$ cat src/rtl/i2c_inject_pkg.sv
// i2c_inject_pkg: shared definitions for the I2C byte transmitter.
//   state_t      : FSM state encoding (also exported on the debug port)
//   Q0..Q3       : quarter-phase indices within a bit
//   RSP_W        : response word width, {byte[8:1], nack[0]}
//   pins()       : open-drain drive {scl_oe, sda_oe} for a state/quarter/bit
package i2c_inject_pkg;

    typedef enum logic [2:0] {
        S_IDLE   = 3'd0,
        S_START  = 3'd1,
        S_BIT    = 3'd2,
        S_ACK    = 3'd3,
        S_HOLD   = 3'd4,
        S_RSTART = 3'd5,
        S_STOP   = 3'd6,
        S_FREE   = 3'd7
    } state_t;

    localparam logic [1:0] Q0 = 2'd0;
    localparam logic [1:0] Q1 = 2'd1;
    localparam logic [1:0] Q2 = 2'd2;
    localparam logic [1:0] Q3 = 2'd3;

    localparam int RSP_W = 9;

    // Returns {scl_oe, sda_oe}; 1 = pull the line low.
    // In BIT/ACK, SCL is low for q0/q1 and released for q2/q3.
    function automatic logic [1:0] pins(input state_t s, input logic [1:0] q, input logic b);
        logic [1:0] p;
        p = 2'b00;
        case (s)
            S_START:  p = 2'b01;
            S_BIT:    p = {~q[1], ~b};
            S_ACK:    p = {~q[1], 1'b0};
            S_HOLD:   p = 2'b10;
            S_RSTART: p = {~q[0], 1'b0};
            S_STOP:   p = {~q[1], (q != Q3)};
            default:  p = 2'b00;
        endcase
        return p;
    endfunction

endpackage

$ cat src/rtl/i2c_inject_if.sv
// i2c_inject_if: command/response handshake plus open-drain pin signals.
//   Handshake: a command transfers on a cycle where cmd_valid && cmd_ready are
//   both 1; the command fields must be stable while cmd_valid is 1. rsp_valid is
//   a one-cycle pulse with no back-pressure; rsp_data holds until the next pulse.
//   master : the transmitter (drives cmd_ready, rsp_*, busy, *_oe)
//   slave  : the command source / pad side (drives cmd_*, scl_in, sda_in)
interface i2c_inject_if;
    logic       cmd_valid;
    logic       cmd_ready;
    logic       cmd_start;
    logic       cmd_stop;
    logic [7:0] cmd_byte;
    logic       rsp_valid;
    logic [8:0] rsp_data;
    logic       busy;
    logic       scl_oe;
    logic       sda_oe;
    logic       scl_in;
    logic       sda_in;

    modport master (
        input  cmd_valid, cmd_start, cmd_stop, cmd_byte, scl_in, sda_in,
        output cmd_ready, rsp_valid, rsp_data, busy, scl_oe, sda_oe
    );

    modport slave (
        output cmd_valid, cmd_start, cmd_stop, cmd_byte, scl_in, sda_in,
        input  cmd_ready, rsp_valid, rsp_data, busy, scl_oe, sda_oe
    );
endinterface

$ cat src/rtl/i2c_inject_qtick.sv
// i2c_inject_qtick: quarter-bit timebase.
//   clk, reset : clock, asynchronous active-high reset
//   restart    : reload the count so the next tick is exactly CLK_DIV cycles away
//   hold       : keep the count at 0 (clock stretching), no tick while high
//   tick       : one-cycle pulse on the last cycle of each quarter
module i2c_inject_qtick #(
    parameter int CLK_DIV = 60
) (
    input  logic clk,
    input  logic reset,
    input  logic restart,
    input  logic hold,
    output logic tick
);
    localparam int W = (CLK_DIV > 1) ? $clog2(CLK_DIV) : 1;
    localparam logic [W-1:0] LAST = W'(CLK_DIV - 1);

    logic [W-1:0] cnt;

    assign tick = (cnt == LAST) && !hold && !restart;

    always_ff @(posedge clk or posedge reset) begin
        if (reset) begin
            cnt <= '0;
        end else if (restart || hold || tick) begin
            cnt <= '0;
        end else begin
            cnt <= cnt + 1'b1;
        end
    end
endmodule

$ cat src/rtl/i2c_inject.sv
// i2c_inject: I2C byte transmitter (bus initiator). Takes {start,stop,byte}
// commands, drives SCL/SDA open-drain, samples the target ACK and returns
// {byte, nack} as a 9-bit response.
//   clk, reset : clock, asynchronous active-high reset (releases pins at once)
//   bus        : i2c_inject_if.master (command, response, busy, pins)
//   dbg_state  : current FSM state
// Optional feature: define I2C_STRETCH_EN to let the target stretch SCL; when
// undefined scl_in is ignored and timing is purely CLK_DIV based.
module i2c_inject
    import i2c_inject_pkg::*;
#(
    parameter int CLK_DIV = 60,
    parameter int FREE_Q  = 4
) (
    input  logic         clk,
    input  logic         reset,
    i2c_inject_if.master bus,
    output state_t       dbg_state
);
    localparam int FW = (FREE_Q > 1) ? $clog2(FREE_Q) : 1;
    localparam logic [FW-1:0] FREE_LAST = FW'(FREE_Q - 1);

    state_t          state;
    logic [1:0]      q;
    logic [2:0]      bit_cnt;
    logic [7:0]      shreg;
    logic [7:0]      byte_r;
    logic            stop_r;
    logic            ack_smp;
    logic [FW-1:0]   free_cnt;
    logic            scl_oe_r, sda_oe_r, ready_r, rsp_valid_r, busy_r;
    logic [RSP_W-1:0] rsp_data_r;
    logic            accept, tick, stretch_hold;
    logic [1:0]      q_nxt;

    assign accept = bus.cmd_valid && ready_r;
    assign q_nxt  = q + 2'd1;

`ifdef I2C_STRETCH_EN
    // Freeze the quarter count while the target holds SCL low in the quarter
    // where we have just released SCL (q2 of BIT/ACK, q1 of RSTART).
    assign stretch_hold = !bus.scl_in &&
                          ((((state == S_BIT) || (state == S_ACK)) && (q == Q2)) ||
                           ((state == S_RSTART) && (q == Q1)));
`else
    logic unused_scl;
    assign unused_scl   = bus.scl_in;
    assign stretch_hold = 1'b0;
`endif

    i2c_inject_qtick #(.CLK_DIV(CLK_DIV)) u_qtick (
        .clk     (clk),
        .reset   (reset),
        .restart (accept),
        .hold    (stretch_hold),
        .tick    (tick)
    );

    always_ff @(posedge clk or posedge reset) begin
        if (reset) begin
            state       <= S_IDLE;
            q           <= Q0;
            bit_cnt     <= '0;
            shreg       <= '0;
            byte_r      <= '0;
            stop_r      <= 1'b0;
            ack_smp     <= 1'b0;
            free_cnt    <= '0;
            scl_oe_r    <= 1'b0;
            sda_oe_r    <= 1'b0;
            ready_r     <= 1'b0;
            rsp_valid_r <= 1'b0;
            rsp_data_r  <= '0;
            busy_r      <= 1'b0;
        end else begin
            rsp_valid_r <= 1'b0;
            case (state)
                S_IDLE: begin
                    ready_r <= 1'b1;
                    // A command from IDLE always begins with START, whatever cmd_start says.
                    if (accept) begin
                        ready_r  <= 1'b0;
                        busy_r   <= 1'b1;
                        byte_r   <= bus.cmd_byte;
                        shreg    <= bus.cmd_byte;
                        stop_r   <= bus.cmd_stop;
                        state    <= S_START;
                        q        <= Q0;
                        {scl_oe_r, sda_oe_r} <= pins(S_START, Q0, 1'b0);
                    end
                end
                S_START: if (tick) begin
                    if (q == Q1) begin
                        state   <= S_BIT;
                        q       <= Q0;
                        bit_cnt <= '0;
                        {scl_oe_r, sda_oe_r} <= pins(S_BIT, Q0, shreg[7]);
                    end else begin
                        q <= q_nxt;
                    end
                end
                S_BIT: if (tick) begin
                    if (q != Q3) begin
                        q <= q_nxt;
                        {scl_oe_r, sda_oe_r} <= pins(S_BIT, q_nxt, shreg[7]);
                    end else if (bit_cnt == 3'd7) begin
                        state <= S_ACK;
                        q     <= Q0;
                        {scl_oe_r, sda_oe_r} <= pins(S_ACK, Q0, 1'b0);
                    end else begin
                        bit_cnt <= bit_cnt + 3'd1;
                        shreg   <= {shreg[6:0], 1'b0};
                        q       <= Q0;
                        {scl_oe_r, sda_oe_r} <= pins(S_BIT, Q0, shreg[6]);
                    end
                end
                S_ACK: if (tick) begin
                    // SDA is sampled on the q2->q3 boundary, mid SCL-high.
                    if (q == Q2) ack_smp <= bus.sda_in;
                    if (q != Q3) begin
                        q <= q_nxt;
                        {scl_oe_r, sda_oe_r} <= pins(S_ACK, q_nxt, 1'b0);
                    end else begin
                        rsp_valid_r <= 1'b1;
                        rsp_data_r  <= {byte_r, ack_smp};
                        q           <= Q0;
                        // NACK does not abort; only cmd_stop decides.
                        if (stop_r) begin
                            state <= S_STOP;
                            {scl_oe_r, sda_oe_r} <= pins(S_STOP, Q0, 1'b0);
                        end else begin
                            state   <= S_HOLD;
                            ready_r <= 1'b1;
                            {scl_oe_r, sda_oe_r} <= pins(S_HOLD, Q0, 1'b0);
                        end
                    end
                end
                S_HOLD: begin
                    if (accept) begin
                        ready_r <= 1'b0;
                        byte_r  <= bus.cmd_byte;
                        shreg   <= bus.cmd_byte;
                        stop_r  <= bus.cmd_stop;
                        q       <= Q0;
                        if (bus.cmd_start) begin
                            state <= S_RSTART;
                            {scl_oe_r, sda_oe_r} <= pins(S_RSTART, Q0, 1'b0);
                        end else begin
                            state   <= S_BIT;
                            bit_cnt <= '0;
                            {scl_oe_r, sda_oe_r} <= pins(S_BIT, Q0, bus.cmd_byte[7]);
                        end
                    end
                end
                S_RSTART: if (tick) begin
                    if (q == Q1) begin
                        state <= S_START;
                        q     <= Q0;
                        {scl_oe_r, sda_oe_r} <= pins(S_START, Q0, 1'b0);
                    end else begin
                        q <= q_nxt;
                        {scl_oe_r, sda_oe_r} <= pins(S_RSTART, q_nxt, 1'b0);
                    end
                end
                S_STOP: if (tick) begin
                    if (q == Q3) begin
                        state    <= S_FREE;
                        q        <= Q0;
                        busy_r   <= 1'b0;
                        free_cnt <= '0;
                        {scl_oe_r, sda_oe_r} <= pins(S_FREE, Q0, 1'b0);
                    end else begin
                        q <= q_nxt;
                        {scl_oe_r, sda_oe_r} <= pins(S_STOP, q_nxt, 1'b0);
                    end
                end
                S_FREE: if (tick) begin
                    if (free_cnt == FREE_LAST) begin
                        state   <= S_IDLE;
                        ready_r <= 1'b1;
                    end else begin
                        free_cnt <= free_cnt + 1'b1;
                    end
                end
                default: state <= S_IDLE;
            endcase
        end
    end

    assign bus.cmd_ready = ready_r;
    assign bus.rsp_valid = rsp_valid_r;
    assign bus.rsp_data  = rsp_data_r;
    assign bus.busy      = busy_r;
    assign bus.scl_oe    = scl_oe_r;
    assign bus.sda_oe    = sda_oe_r;
    assign dbg_state     = state;
endmodule
$ cat src/flat_wrapper.sv
// flat-port wrapper written by rule: the top's interface ports become plain ports
module i2c_inject_flat import i2c_inject_pkg::*;
#(
    parameter int CLK_DIV = 60,
    parameter int FREE_Q  = 4
)
  (clk, reset, dbg_state, bus_cmd_valid, bus_cmd_start, bus_cmd_stop, bus_cmd_byte, bus_scl_in, bus_sda_in, bus_cmd_ready, bus_rsp_valid, bus_rsp_data, bus_busy, bus_scl_oe, bus_sda_oe);
  i2c_inject_if bus_i ();
  input  logic clk;
  input  logic reset;
  output state_t dbg_state;
  input wire logic [$bits(bus_i.cmd_valid)-1:0] bus_cmd_valid;
  input wire logic [$bits(bus_i.cmd_start)-1:0] bus_cmd_start;
  input wire logic [$bits(bus_i.cmd_stop)-1:0] bus_cmd_stop;
  input wire logic [$bits(bus_i.cmd_byte)-1:0] bus_cmd_byte;
  input wire logic [$bits(bus_i.scl_in)-1:0] bus_scl_in;
  input wire logic [$bits(bus_i.sda_in)-1:0] bus_sda_in;
  output wire logic [$bits(bus_i.cmd_ready)-1:0] bus_cmd_ready;
  output wire logic [$bits(bus_i.rsp_valid)-1:0] bus_rsp_valid;
  output wire logic [$bits(bus_i.rsp_data)-1:0] bus_rsp_data;
  output wire logic [$bits(bus_i.busy)-1:0] bus_busy;
  output wire logic [$bits(bus_i.scl_oe)-1:0] bus_scl_oe;
  output wire logic [$bits(bus_i.sda_oe)-1:0] bus_sda_oe;
  assign bus_i.cmd_valid = bus_cmd_valid;
  assign bus_i.cmd_start = bus_cmd_start;
  assign bus_i.cmd_stop = bus_cmd_stop;
  assign bus_i.cmd_byte = bus_cmd_byte;
  assign bus_i.scl_in = bus_scl_in;
  assign bus_i.sda_in = bus_sda_in;
  assign bus_cmd_ready = bus_i.cmd_ready;
  assign bus_rsp_valid = bus_i.rsp_valid;
  assign bus_rsp_data = bus_i.rsp_data;
  assign bus_busy = bus_i.busy;
  assign bus_scl_oe = bus_i.scl_oe;
  assign bus_sda_oe = bus_i.sda_oe;
  i2c_inject #(.CLK_DIV(CLK_DIV), .FREE_Q(FREE_Q)) u_core (.clk(clk), .reset(reset), .bus(bus_i), .dbg_state(dbg_state));
endmodule
$ cat config.mk
export PLATFORM = sky130hd
export DESIGN_NAME = i2c_inject_flat
export DESIGN_NICKNAME = d
export VERILOG_FILES = /design/src/rtl/i2c_inject_pkg.sv /design/src/rtl/i2c_inject_if.sv /design/src/rtl/i2c_inject_qtick.sv /design/src/rtl/i2c_inject.sv /design/src/flat_wrapper.sv
export SDC_FILE = /design/constraint.sdc
export NUM_CORES = 1
export LEC_CHECK = 0
export BUFFER_PORTS_ARGS = -buffer_cell sky130_fd_sc_hd__buf_2
export CAP_MARGIN = 20
export CORE_MARGIN = 2
export CORE_UTILIZATION = 55
export CTS_BUF_LIST = sky130_fd_sc_hd__clkbuf_4 sky130_fd_sc_hd__clkbuf_8
export DETAILED_ROUTE_END_ITERATION = 12
export GPL_ROUTABILITY_DRIVEN = 0
export HOLD_SLACK_MARGIN = 0.05
export PLACE_DENSITY = 0.76
export SYNTH_ARGS = -nofsm -noshare
export SYNTH_HDL_FRONTEND = slang
export SYNTH_SLANG_ARGS = --single-unit
$ cat constraint.sdc
create_clock -name clk -period 3.2 [get_ports clk]
set_input_delay 0.64 -clock clk [delete_from_list [all_inputs] [get_ports clk]]
set_output_delay 0.64 -clock clk [all_outputs]
set_load 0.05 [all_outputs]
# After elaboration in Yosys (flattened, before gate mapping)
# Cells that the tools add are included.
[totals]
ff_bits = 48
elab_cells = 174
[op_classes]
addsub = 4
n_eq_ne = 37
muxes = 84
n_bitwise = 6
n_reduce_logical = 28
[ops]
columns = ["cell", "count"]
rows = [
  ["two-way mux 3 bit", 23],
  ["two-way mux 1 bit", 35],
  ["two-way mux 8 bit", 4],
  ["inequality test 2 bit (second input constant)", 16],
  ["two-way mux 2 bit", 12],
  ["case mux 3 bit (8 select lines)", 1],
  ["inequality test 2 x 1 -> 1 bit (second input constant)", 8],
  ["case mux 8 bit (2 select lines)", 1],
  ["AND reduction 8 bit", 2],
  ["equality test 3 bit (second input constant)", 5],
  ["AND reduction 15 bit", 1],
  ["AND reduction 5 bit", 3],
  ["case mux 3 bit (3 select lines)", 1],
  ["AND reduction 9 bit", 1],
  ["case mux 2 bit (4 select lines)", 1],
  ["nonzero test 4 bit", 2],
  ["case mux 1 bit (7 select lines)", 1],
  ["AND reduction 7 bit", 1],
  ["nonzero test 7 bit", 1],
  ["adder 6 x 1 -> 6 bit (second input constant)", 1],
  ["equality test 2 bit (second input constant)", 3],
  ["equality test 3 x 2 -> 1 bit (second input constant)", 2],
  ["equality test 6 bit (second input constant)", 1],
  ["two-way mux 6 bit", 1],
  ["other kinds (20)", 32],
]

# Depth between registers and ports, before layout
[logic_depth]
ltp_word = 5
ltp_mapped = 9

# Cells and area by module
# From an unflattened synthesis, not the netlist that was laid out.
[unflattened]
cells_unflattened = 245
hier_area_um2 = 2592.5
[by_module_without_submodules]
columns = ["mod", "n_inst", "cells_each", "area_each_um2", "seq_area_each_um2"]
rows = [
  ["i2c_inject", 1, 210, 2278.4, 1051.0],
  ["i2c_inject_qtick", 1, 35, 314.1, 150.1],
]

# Least setup slack after synthesis
# Ideal clock, no wire load.
[synth_path]
path_kind = "register to register"
start = "register u_core.state[1] (netlist: u_core.dbg_state[1])"
end = "register u_core.scl_oe_r (netlist: u_core.bus.scl_oe)"
t_arrival_ns = 2.250
required_ns = 3.075
slack_ns = 0.825
stages_incl_launch_ff = 7
synth_period_minus_slack_ns = 2.375
cell_sequence = "dfrtp_1 -> inv_1 -> ha_1 -> clkbuf_1 -> or3_1 -> a211oi_1 -> mux2_2"
[synth_via]
elab_chain_len = 4
[synth_rtl]
columns = ["item", "line_no", "source"]
rows = [
  ["start, declared", "i2c_inject.sv:23", "state_t state;"],
  ["start signal, assigned", "i2c_inject.sv:61", "state <= S_IDLE;"],
  ["start signal, assigned", "i2c_inject.sv:87", "state <= S_START;"],
  ["start signal, assigned", "i2c_inject.sv:94", "state <= S_BIT;"],
  ["equality test 3 x 2 -> 1 bit", "i2c_inject.sv:77", "case (state)"],
  ["OR reduction 2 bit (no line)", "--", ""],
  ["nonzero test 6 bit (no line) / inequality test 2 x 1 -> 1 bit (equally long branches)", "--", ""],
  ["AND reduction 8 bit (no line)", "--", ""],
  ["end signal, assigned", "i2c_inject.sv:89", "{scl_oe_r, sda_oe_r} <= pins(S_START, Q0, 1'b0);"],
  ["end signal, assigned", "i2c_inject.sv:97", "{scl_oe_r, sda_oe_r} <= pins(S_BIT, Q0, shreg[7]);"],
  ["end signal, assigned", "i2c_inject.sv:105", "{scl_oe_r, sda_oe_r} <= pins(S_BIT, q_nxt, shreg[7]);"],
  ["end, declared", "i2c_inject.sv:31", "logic scl_oe_r, sda_oe_r, ready_r, rsp_valid_r, busy_r;"],
]
# Several ways; a longest one is shown, not always the timed one.
# A chain may end at the register's enable or synchronous reset.

# Worst setup path in the final report
[layout_path]
start = "register u_core.state[0] (netlist: u_core.dbg_state[0])"
end = "register u_core.shreg[2]"
[layout_via]
elab_chain_len = 4
[layout_rtl]
columns = ["item", "line_no", "source"]
rows = [
  ["equality test 3 bit / logical NOT 3 bit (equally long branches)", "i2c_inject.sv:77", ""],
  ["OR reduction 2 bit (no line)", "--", ""],
  ["inequality test 2 x 1 -> 1 bit (no line) / nonzero test 2 bit (equally long branches)", "--", ""],
  ["AND reduction 5 bit (no line)", "--", ""],
  ["end signal, assigned", "i2c_inject.sv:85", "shreg <= bus.cmd_byte;"],
  ["end signal, assigned", "i2c_inject.sv:112", "shreg <= {shreg[6:0], 1'b0};"],
  ["end signal, assigned", "i2c_inject.sv:142", "shreg <= bus.cmd_byte;"],
  ["end, declared", "i2c_inject.sv:26", "logic [7:0] shreg;"],
]
# Several ways; a longest one is shown, not always the timed one.

==> impl_metrics.sql <==
INSERT INTO impl_metrics (metric_group, metric, value, unit) VALUES
('timing', 'setup_ws', '0.736', 'ns'),
('global_routing', 'largest_net_degree_at_the_start_of_global_routing', '49', ''),
('floorplan', 'die_span_y', '73.2', 'um'),
('route', 'viasPerCell', '5.76', ''),
('route', 'totalWireLength', '5.02', 'mm'),
('worst_setup_path', 'timing.critical_path.required', '3.42', 'ns'),
('floorplan', 'die_area', '5360', 'um2'),
('clock_tree', 'clkSinkCount', '48', ''),
('worst_setup_path', 'setup_crit_start_kind', 'flop', ''),
('logic_synthesis', 'yosys-top-cells-area', 'sky130_fd_sc_hd__dfrtp_1 46%, sky130_fd_sc_hd__mux2_2 9.0%, sky130_fd_sc_hd__ha_1 8.1%', ''),
('clock_tree', 'cts_tree', 'yes', ''),
('global_routing', 'track_usage', '0.206', ''),
('logic_synthesis', 'synth_area', '2640', 'um2'),
('global_routing', 'gr-total-overflow', '0', ''),
('worst_setup_path', 'worstSetupStartpoint', 'u_core.dbg_state[0]', ''),
('route', 'postRouteAntennaNets', '0', ''),
('logic_synthesis', 'synth_area_per_cell', '10.3', 'um2'),
('floorplan', 'rows', '25', ''),
('logic_synthesis', 'synth_top_area_frac', '0.456', ''),
('timing', 'tcrit_tclk_final', '0.770', ''),
('clock_tree', 'clkLatencyLatePin', '0.30', 'ns'),
('worst_setup_path', 'critPathKind', 'flop to flop', ''),
('timing', 'setup-violations-final', '0', ''),
('global_routing', 'global_route_wire_length_before_repair', '8.49', 'mm'),
('timing', 'grt_setup_unrepaired', 'false', ''),
('worst_hold_path', 'hp-class', 'input pin to async pin', ''),
('placement', 'post-place-ws', '0.766', 'ns'),
('timing', 'whs', '0.252', 'ns'),
('flow_run', 'cap_viol_max_count', '0', ''),
('timing', 'final.setup_skew', '0.00868', 'ns'),
('status', 'status', 'completed', ''),
('placement', 'detailed_place_hpwl', '3.63', 'mm'),
('clock_tree', 'cts-buffers-inserted', '5', ''),
('route', 'drc_errors', '0', ''),
('route', 'drt_first_pass_iters', '4', ''),
('power_and_ir_drop', 'leakage', '0.00141', 'uW'),
('logic_synthesis', 'synth.cells.most_frequent', '48 x sky130_fd_sc_hd__dfrtp_1, 23 x sky130_fd_sc_hd__nor2_1, 21 x sky130_fd_sc_hd__a21oi_1, 21 x sky130_fd_sc_hd__mux2_2, 17 x sky130_fd_sc_hd__ha_1', ''),
('clock_tree', 'cts_hold_repair.buffers', '0', ''),
('logic_synthesis', 'synth_cell_types', '47', ''),
('logic_synthesis', 'ys.flop_type', 'sky130_fd_sc_hd__dfrtp_1', ''),
('cells_and_area', 'final_net_count', '317', ''),
('global_routing', 'antenna_found_initial', '0', ''),
('logic_synthesis', 'seq_area_frac_synth', '0.456', ''),
('logic_synthesis', 'asyncSetResetFlopFracSynth', '1.00', ''),
('floorplan', 'start_util', '0.566', ''),
('logic_synthesis', 'syn_nets', '287', ''),
('floorplan', 'horizontal_extent_of_the_die', '73.2', 'um'),
('logic_synthesis', 'yosysMostFrequentCell', 'sky130_fd_sc_hd__dfrtp_1', ''),
('logic_synthesis', 'post-synth-top-area-cell', 'sky130_fd_sc_hd__dfrtp_1', ''),
('timing', 'timing.final.max_slew_violations', '0', ''),
('logic_synthesis', 'synthesis.instances', '255', ''),
('cells_and_area', 'number_of_antenna_repair_diodes', '0', ''),
('logic_synthesis', 'synth.ff_latch_count', '48', ''),
('timing', 'maxClockFrequency', '0.406', 'GHz'),
('floorplan', 'top_level_ports', '32', ''),
('clock_tree', 'clock_tree.buffer_depth', '2', ''),
('timing', 'slew-limit-headroom', '0.537', ''),
('placement', 'i_o_buffers', '30', ''),
('floorplan', 'floorplan.core_area', '4660', 'um2'),
('cells_and_area', 'area_growth_syn_to_layout', '11.2', '%'),
('timing', 'final-hold-violation-count', '0', ''),
('worst_setup_path', 'critPathCaptureType', 'flop', ''),
('worst_setup_path', 'path_max_fanout', '21', ''),
('route', 'detail_route.wl_per_cell', '14.8', 'um'),
('route', 'drt_iter0_drc', '157', ''),
('power_and_ir_drop', 'vdd_ir_drop_max', '0.000318', 'V'),
('clock_tree', 'clockRootBuffer', 'sky130_fd_sc_hd__clkbuf_8', ''),
('route', 'vias', '1954', ''),
('clock_tree', 'post-cts-setup-buffers', '0', ''),
('timing', 'final.min_clock_period', '2.46', 'ns'),
('clock_tree', 'htreeDepth', '2', '');
==> kinds of logic (layout without fill, tap and decap cells) <==
family / count (synthesis) / in the layout / share of synthesized area
and+or+nand+nor: 76 / 76 / 0.155
muxes: 32 / 32 / 0.131
xor gates and xnor gates: 4 / 4 / 0.0133
DFF: 48 / 48 / 0.456
AOI/OAI and AO/OA: 55 / 55 / 0.127
adders and majority gates: 17 / 17 / 0.0807
buffers and inverters: 23 / 53 / 0.0365
==> path summary, 6_finish.rpt <==
check,end,slack (ns),cells after the start
max,u_core.shreg[2],0.74,7
min,u_core.dbg_state[0],0.25,2
max reg2reg,u_core.shreg[2],0.74,7
min reg2reg,u_core.u_qtick.cnt[0],0.46,1
max in group asynchronous,u_core.free_cnt[0],2.47,3
min in group clk,u_core.u_qtick.cnt[0],0.46,1
==> cell type report <==
cell class	instances	area, um2
clock buffer	6	82.6
clock inverter	1	8.76
fill	394	1730
inverter	13	48.8
multi-input combinational	184	1340
sequential	48	1200
tap	54	67.6
timing repair buffer	33	185
==> power breakdown <==
group	internal, uW	switching [uW]	total (uW)
clock network	172	194	367
registers	608	0.929	609
logic	10.3	20.0	30.3
==> sequential cells by signal (all words and copies together) (netlist names), 2 cells and up <==
name / flops
u_core.bus.rsp_data: 9
u_core.bit_cnt: 3
u_core.byte_r: 8
u_core.u_qtick.cnt: 6
u_core.dbg_state: 3
u_core.free_cnt: 2
u_core.q: 2
u_core.shreg: 8
==> critical path: stages (launching register included) <==
cell and delay, ns:
sky130_fd_sc_hd__dfrtp_1 0.45, sky130_fd_sc_hd__inv_1 0.17, sky130_fd_sc_hd__ha_1 0.63, sky130_fd_sc_hd__nor2b_1 0.33
sky130_fd_sc_hd__nand2_1 0.11, sky130_fd_sc_hd__o22ai_2 0.45, sky130_fd_sc_hd__nor2_1 0.09, sky130_fd_sc_hd__a21oi_1 0.14
==> metal layers <==
layer | vias up | share of wire | track usage
met5 | - | 0 | 0
met4 | 0 | 0.011 | 0.0514
met3 | 6 | 0.052 | 0.0525
met2 | 44 | 0.47 | 0.310
met1 | 942 | 0.47 | 0.297
li1 | 962 | - | -
==> layout by cell type, fill, tap and decap left out, drive strengths merged, types with 3 or more instances in the layout <==
| cell type | Yosys | final |
|---|---|---|
| a21o | 3 | 3 |
| nor2b | 5 | 5 |
| nor3 | 6 | 6 |
| mux2i | 11 | 11 |
| o31ai | 3 | 3 |
| nand3 | 7 | 7 |
| nand2 | 16 | 16 |
| dfrtp | 48 | 48 |
| ha | 17 | 17 |
| inv | 12 | 12 |
| nor2 | 24 | 24 |
| o21ai | 14 | 14 |
| mux2 | 21 | 21 |
| a21oi | 21 | 21 |
| buf | 5 | 33 |
| a31oi | 3 | 3 |
| nand4 | 4 | 4 |
| clkbuf | 5 | 6 |
==> stage by stage <==
step                      area (um2)  total power, uW  std cells  utilization
after floorplan                 2640              635        255            -
after global placement          2820              649        331        0.605
after detailed placement        2820              649        331        0.605
after CTS                       2910             1020        338        0.625
after global routing            2930             1040        339        0.629
final                           2930             1010        339        0.629
Note: power is estimated with default switching activity, not from simulation.
